## config.mk

```make
export PLATFORM = sky130hd
export DESIGN_NAME = vec_lane_sequencer
export DESIGN_NICKNAME = d
export VERILOG_FILES = /design/src/rtl/vec_lane_sequencer.sv
export SDC_FILE = /design/constraint.sdc
export NUM_CORES = 1
export LEC_CHECK = 0
export ABC_AREA = 1
export BUFFER_PORTS_ARGS = -buffer_cell sky130_fd_sc_hd__buf_2
export CORE_MARGIN = 1
export CORE_UTILIZATION = 35
export CTS_BUF_LIST = sky130_fd_sc_hd__clkbuf_8
export DETAILED_ROUTE_END_ITERATION = 7
export HOLD_SLACK_MARGIN = 0.1
export SYNTH_ARGS = -nofsm -noshare
export SYNTH_HDL_FRONTEND = slang
export SYNTH_SLANG_ARGS = --single-unit
```

## constraint.sdc

```tcl
create_clock -name clk -period 31.5 [get_ports clk]
set_clock_uncertainty 0.15 [all_clocks]
set_input_delay 3.15 -clock clk [delete_from_list [all_inputs] [get_ports clk]]
set_output_delay 3.15 -clock clk [all_outputs]
set_load 0.02 [all_outputs]
```

## src/rtl/vec_lane_sequencer.sv

```systemverilog
// vec_lane_sequencer
// Runs a vector add/sub/mul/xor lane by lane through one shared scalar ALU
// and assembles the per-lane results into a result vector.
//
// Ports:
//   clk, rst          clock and synchronous active-high reset
//   op_valid/op_ready request handshake; ready only while IDLE
//   op_ctrl           ALU code (000 add, 001 sub, 010 mul, 101 xor)
//   op_a, op_b        source vectors, lane i = bits [i*DATA_W +: DATA_W]
//   stall             freezes lane issue for the current cycle
//   alu_a/alu_b/alu_ctrl/alu_en  drive the shared ALU; alu_result returns
//   lane_idx          lane currently issued
//   busy              high in ISSUE or DONE
//   res_vec/res_zero  assembled result and its all-zero flag
//   res_valid         one-cycle completion pulse
//   op_err            one-cycle pulse when an illegal op is rejected
module vec_lane_sequencer #(
    parameter int LANES  = 16,
    parameter int DATA_W = 8,
    parameter int IDX_W  = $clog2(LANES)
) (
    input  logic                    clk,
    input  logic                    rst,
    input  logic                    op_valid,
    output logic                    op_ready,
    input  logic [2:0]              op_ctrl,
    input  logic [LANES*DATA_W-1:0] op_a,
    input  logic [LANES*DATA_W-1:0] op_b,
    input  logic                    stall,
    output logic [DATA_W-1:0]       alu_a,
    output logic [DATA_W-1:0]       alu_b,
    output logic [2:0]              alu_ctrl,
    output logic                    alu_en,
    input  logic [DATA_W-1:0]       alu_result,
    output logic [IDX_W-1:0]        lane_idx,
    output logic                    busy,
    output logic [LANES*DATA_W-1:0] res_vec,
    output logic                    res_valid,
    output logic                    res_zero,
    output logic                    op_err
);

    typedef enum logic [1:0] {IDLE, ISSUE, DONE} state_t;

    state_t              state_reg;
    logic [IDX_W-1:0]    lane_idx_reg;
    logic [2:0]          ctrl_reg;
    logic [DATA_W-1:0]   a_lane_reg   [LANES];
    logic [DATA_W-1:0]   b_lane_reg   [LANES];
    logic [DATA_W-1:0]   res_lane_reg [LANES];
    logic                res_valid_reg;
    logic                res_zero_reg;
    logic                op_err_reg;

    logic [DATA_W-1:0]   op_a_lane [LANES];
    logic [DATA_W-1:0]   op_b_lane [LANES];
    logic                ctrl_legal;
    logic                last_lane;

    // Unpack incoming operands and pack the result array onto the flat bus.
    for (genvar gi = 0; gi < LANES; gi++) begin : g_lane
        assign op_a_lane[gi] = op_a[gi*DATA_W +: DATA_W];
        assign op_b_lane[gi] = op_b[gi*DATA_W +: DATA_W];
        assign res_vec[gi*DATA_W +: DATA_W] = res_lane_reg[gi];
    end

    assign ctrl_legal = (op_ctrl == 3'b000) || (op_ctrl == 3'b001) ||
                        (op_ctrl == 3'b010) || (op_ctrl == 3'b101);
    assign last_lane  = (lane_idx_reg == IDX_W'(LANES - 1));

    always_ff @(posedge clk) begin
        if (rst) begin
            state_reg     <= IDLE;
            lane_idx_reg  <= '0;
            ctrl_reg      <= '0;
            res_valid_reg <= 1'b0;
            res_zero_reg  <= 1'b0;
            op_err_reg    <= 1'b0;
            for (int i = 0; i < LANES; i++) begin
                res_lane_reg[i] <= '0;
            end
        end else begin
            res_valid_reg <= 1'b0;
            op_err_reg    <= 1'b0;
            case (state_reg)
                IDLE: begin
                    if (op_valid) begin
                        if (ctrl_legal) begin
                            ctrl_reg     <= op_ctrl;
                            lane_idx_reg <= '0;
                            state_reg    <= ISSUE;
                            for (int i = 0; i < LANES; i++) begin
                                a_lane_reg[i] <= op_a_lane[i];
                                b_lane_reg[i] <= op_b_lane[i];
                            end
                        end else begin
                            op_err_reg <= 1'b1;
                        end
                    end
                end
                ISSUE: begin
                    if (!stall) begin
                        res_lane_reg[lane_idx_reg] <= alu_result;
                        // Lane 0 restarts the zero accumulation, so the previous
                        // flag survives until the new op's first lane lands.
                        res_zero_reg <= (alu_result == '0) &&
                                        ((lane_idx_reg == '0) || res_zero_reg);
                        if (last_lane) begin
                            lane_idx_reg  <= '0;
                            state_reg     <= DONE;
                            res_valid_reg <= 1'b1;
                        end else begin
                            lane_idx_reg <= lane_idx_reg + IDX_W'(1);
                        end
                    end
                end
                DONE: begin
                    state_reg <= IDLE;
                end
                default: begin
                    state_reg <= IDLE;
                end
            endcase
        end
    end

    assign op_ready  = (state_reg == IDLE);
    assign busy      = (state_reg != IDLE);
    assign alu_en    = (state_reg == ISSUE);
    assign alu_a     = alu_en ? a_lane_reg[lane_idx_reg] : '0;
    assign alu_b     = alu_en ? b_lane_reg[lane_idx_reg] : '0;
    assign alu_ctrl  = alu_en ? ctrl_reg : 3'b000;
    assign lane_idx  = lane_idx_reg;
    assign res_valid = res_valid_reg;
    assign res_zero  = res_zero_reg;
    assign op_err    = op_err_reg;

endmodule

```

# After elaboration in Yosys (flattened, before gate mapping)
# Memories as Yosys holds them, arrays and structs flattened. A register that Yosys moved wholly into a read port is not among the register bits.
# Cells that the tools add are included.
# op_classes
addsub,1
eq_ne,9
muxes,33
bitwise,4
reduce_logical,18
# op_table
cell,count
$mux 4,9
$mux 8,3
$mux 1,14
$logic_not 8->1,1
$mux 2,4
$pmux 4 s2,1
$reduce_and 4->1,2
$reduce_or 8->1,1
$reduce_or 3->1,2
$add 4x1->4 const B,1
$eq 4x4->1 const B,1
$logic_not 4->1,1
$logic_or 1x1->1,4
$ne 2x1->1 const B,2
$ne 2x2->1 const B,2
$not 1->1,4
$pmux 2 s2,1
$reduce_bool 2->1,2
$eq 3x1->1 const B,1
$eq 3x2->1 const B,1
$eq 3x3->1 const B,1
$logic_not 3->1,1
$mux 3,1
$reduce_and 3->1,1
other kinds (4),4
# totals
reg_bits,12
ramBits,384
input_bits,271
out_inout_bits,157
wordCells,74
n_memories,3
# memory_table
memory,depth,word_bits,read_ports,rd_clocked_by_memory_dff,write_ports,line_no,text
a_lane_reg,16,8,1,1,16,48,logic [DATA_W-1:0] a_lane_reg [LANES];
b_lane_reg,16,8,1,1,16,49,logic [DATA_W-1:0] b_lane_reg [LANES];
res_lane_reg,16,8,16,0,16,50,logic [DATA_W-1:0] res_lane_reg [LANES];

# Depth between registers and ports, before layout
# logic_depth
word_depth,9
depth_mapped,9
depth_no_buf,9

# Worst setup path after synthesis
# OpenSTA, ideal clock, no wires.
# synth_timing
path_kind,in2reg
from,in op_ctrl[2]
to,mem a_lane_reg[0][0] (enable)
setup_time_ns,0.879
arrival_time_ns,14.240
required_time_ns,30.471
slack_ns,16.232
cell_stages,3
n_path_buf,0
path_cell_list,o21ai_0 nand3_1 nor2_1
# synth_lines
element,line_no,text
start: declaration,26,"input logic [2:0] op_ctrl,"
end: declaration,48,

==> out/qor.yml <==
outcome:
  status: "finished clean"
critical_path:
  cp.arrival_ns: 3.71
  path_max_fanout: 67
  required_ns: 28.20
  end_kind: "primary output"
  crit_type: "reg2out"
  worstSetupStartpointType: "flop"
floorplan:
  ioPinCount: 428
  dieArea_um2: 46900
  row_count: 78
  fp.dieW_um: 216
  die_h_um: 216
  coreArea_um2: 45400
  initial_utilization_pct: 35.5
sta:
  tns_ns: 0
  clock.fmax_ghz: 0.143
  finalSetupViolCount: 0
  fin_ws_ns: 24.49
  slew_violations: 0
  hold_violations: 0
  period_minus_slack_ns: 7.01
  rsz0062_at_grt: "no"
  worst_pin_slew_ns: 1.11
  slew_headroom_pct: 26.3
  post-route-period-util_pct: 22.3
layout:
  fin_cells: 2506
  syn_to_final_growth_pct: 24.8
  diodes: 0
  nets: 2129
  post-route-util_pct: 44.3
  drive_gt1_share_pct: 29.0
grt:
  grt.total_usage_pct: 20.1
  antenna_found_initial: 2
  grt_first_pass_wirelength_um: 68000
  grt_pass1_vias: 11200
  grt_start_max_net_pins: 87
  grt_overflow: 0
yosys:
  syn_nets: 1685
  yosys.area.top_type_share_pct: 71.6
  synth_area_leaders: "edfxtp_1 (72%), nand2_1 (9.6%), nand3_1 (5.1%), inv_1 (3.5%), nor2_1 (3.4%)"
  synth-edff-count: 384
  synthCells: 1409
  ys_seq_area_share_pct: 73.6
  synth.distinct_cells: 20
  synth_flop_cell: "edfxtp_1"
  synth_area_um2: 16100
  yosysTopAreaCell: "edfxtp_1"
  ys_ff_latch: 400
  syn_area_per_cell_um2: 11.4
  ys_async_sr_fraction_pct: 0
  synth_warnings: 0
detailed_routing:
  via_per_inst: 4.59
  wl_per_cell_um: 18.9
  ant_nets: 0
  vias: 11500
  first_pass_iters: 5
  drcViolationCount: 0
  drt_iter0_markers: 794
  drt-total-wl_um: 47300
power:
  combPwrFrac_pct: 9.5
  p_sw_share_pct: 25.4
  peakVddDrop_v: 0.0000384
  finalPower_mw: 1.17
  internal-power_uw: 870
  p_sw_uw: 296
  p_leak_nw: 8.96
  power_density_nw_per_um2: 58.0
  p_seq_share_pct: 52.3
  power_frac_clock_pct: 38.1
clock_network:
  clock_latency_ns: 0.63
  numCtsBuffers: 68
  clockBufferDepth: 3
  clk_pin_slew_ns: 0.06
  hold_buffers: 0
  cts_tree: "yes"
  post-cts-setup-buffers: 0
  htreeDepth: 3
  ctsResizeCount: 0
  clk_root_buffer_cell: "clkbuf_8"
  cts.sinks: 400
placed_design:
  gp_congestion: 0.860
  pre_cts_ws_ns: 24.52
  placed_cells: 2383
  dpl.hpwl_um: 33400
  io_buffers: 427
job:
  cap_viol_max_count: 0
worst_hold_path:
  min_path_type: "reg2reg"
[placed cells by master, fill, tap and decap left out]
cell type   synthesis  routed
clkinv_1            8      30
bufinv_16           0       3
inv_4               0       1
nor2_8              1       1
o21ai_0             9       9
inv_8               0       1
ha_1                5       5
inv_2               4       4
xor2_1              1       1
nand2_1           412     412
a21oi_1            23      23
nand2_4             5       5
clkinv_2            0       5
nor2_4              5       6
dfxtp_2             0       2
nand2_2            11      11
nor2_1            146     145
dfxtp_4             0       1
nand4_1             2       2
edfxtp_1          384     384
buf_4               0      10
inv_1             150     165
nand3_1           164     164
clkinvlp_4          0       4
buf_2              34     427
clkinv_4            0       1
dfxtp_1            16      13
clkbuf_8            0      71
[area by class of cell]
type	count	area (um2)
multi-input cells	784	3370
clock inverters	52	308
flip-flops and latches	400	11900
well taps	600	751
repair buffers	437	2210
inverters	162	611
fillers	4254	25300
clock buffers	71	977
[power by group through the flow]
stage	sequential [mW]	clock, mW	combinational (mW)
floorplan	0.631	0	0.0529
global placement	0.621	0	0.112
detailed placement	0.621	0	0.112
CTS	0.610	0.457	0.113
global route	0.612	0.479	0.122
finish	0.610	0.445	0.111
[metal layers]
| layer | wire (um) | GRT usage, % |
|---|---|---|
| met5 | 0 | 0 |
| met4 | 1740 | 9.86 |
| met3 | 4190 | 5.42 |
| met2 | 22800 | 33.3 |
| met1 | 18600 | 24.1 |
[synth_stat cells (8+ instances only)]
cell type,count
nand2_1,412
inv_1,150
a21oi_1,23
nand3_1,164
nor2_1,146
nand2_2,11
buf_2,34
dfxtp_1,16
o21ai_0,9
clkbuf_1,23
clkinv_1,8
edfxtp_1,384
[critical path, stage by stage, from the launching register on]
cell and delay, ns:
dfxtp_4 0.58, inv_4 0.63, buf_4 0.69, nand2_1 0.10, nand2_1 0.09, nand2_1 0.05, nand3_1 0.18, nand3_1 0.24
a21oi_1 0.21, buf_2 0.24
[worst paths after layout]
check	from	to	cells past startpoint	slack (ns)
max	flop	alu_b[0]	9	24.49
min	res_zero	res_zero	2	0.31
max reg2reg	state_reg[1]	a_lane_reg[2][1]	7	27.47
min reg2reg	res_zero	res_zero	2	0.31
[per-stage QoR]
step,instance area (um2),hold WS [ns]
floorplan,16100,0.280
global placement,18800,0.281
detailed placement,18800,0.291
CTS,20100,0.299
global route,20100,0.334
finish,20100,0.308
[logic make-up (layout without fill, tap and decap cells)]
family / after synthesis / count (layout) / share of synthesized area (%)
simple gates: 746 / 746 / 19.4
compound gates: 32 / 32 / 0.995
fa+ha+maj: 5 / 5 / 0.389
buf+inv: 225 / 722 / 5.51
xor+xnor: 1 / 1 / 0.0544
flops: 400 / 400 / 73.6
No activity file was read; power rests on OpenSTA's default activity.
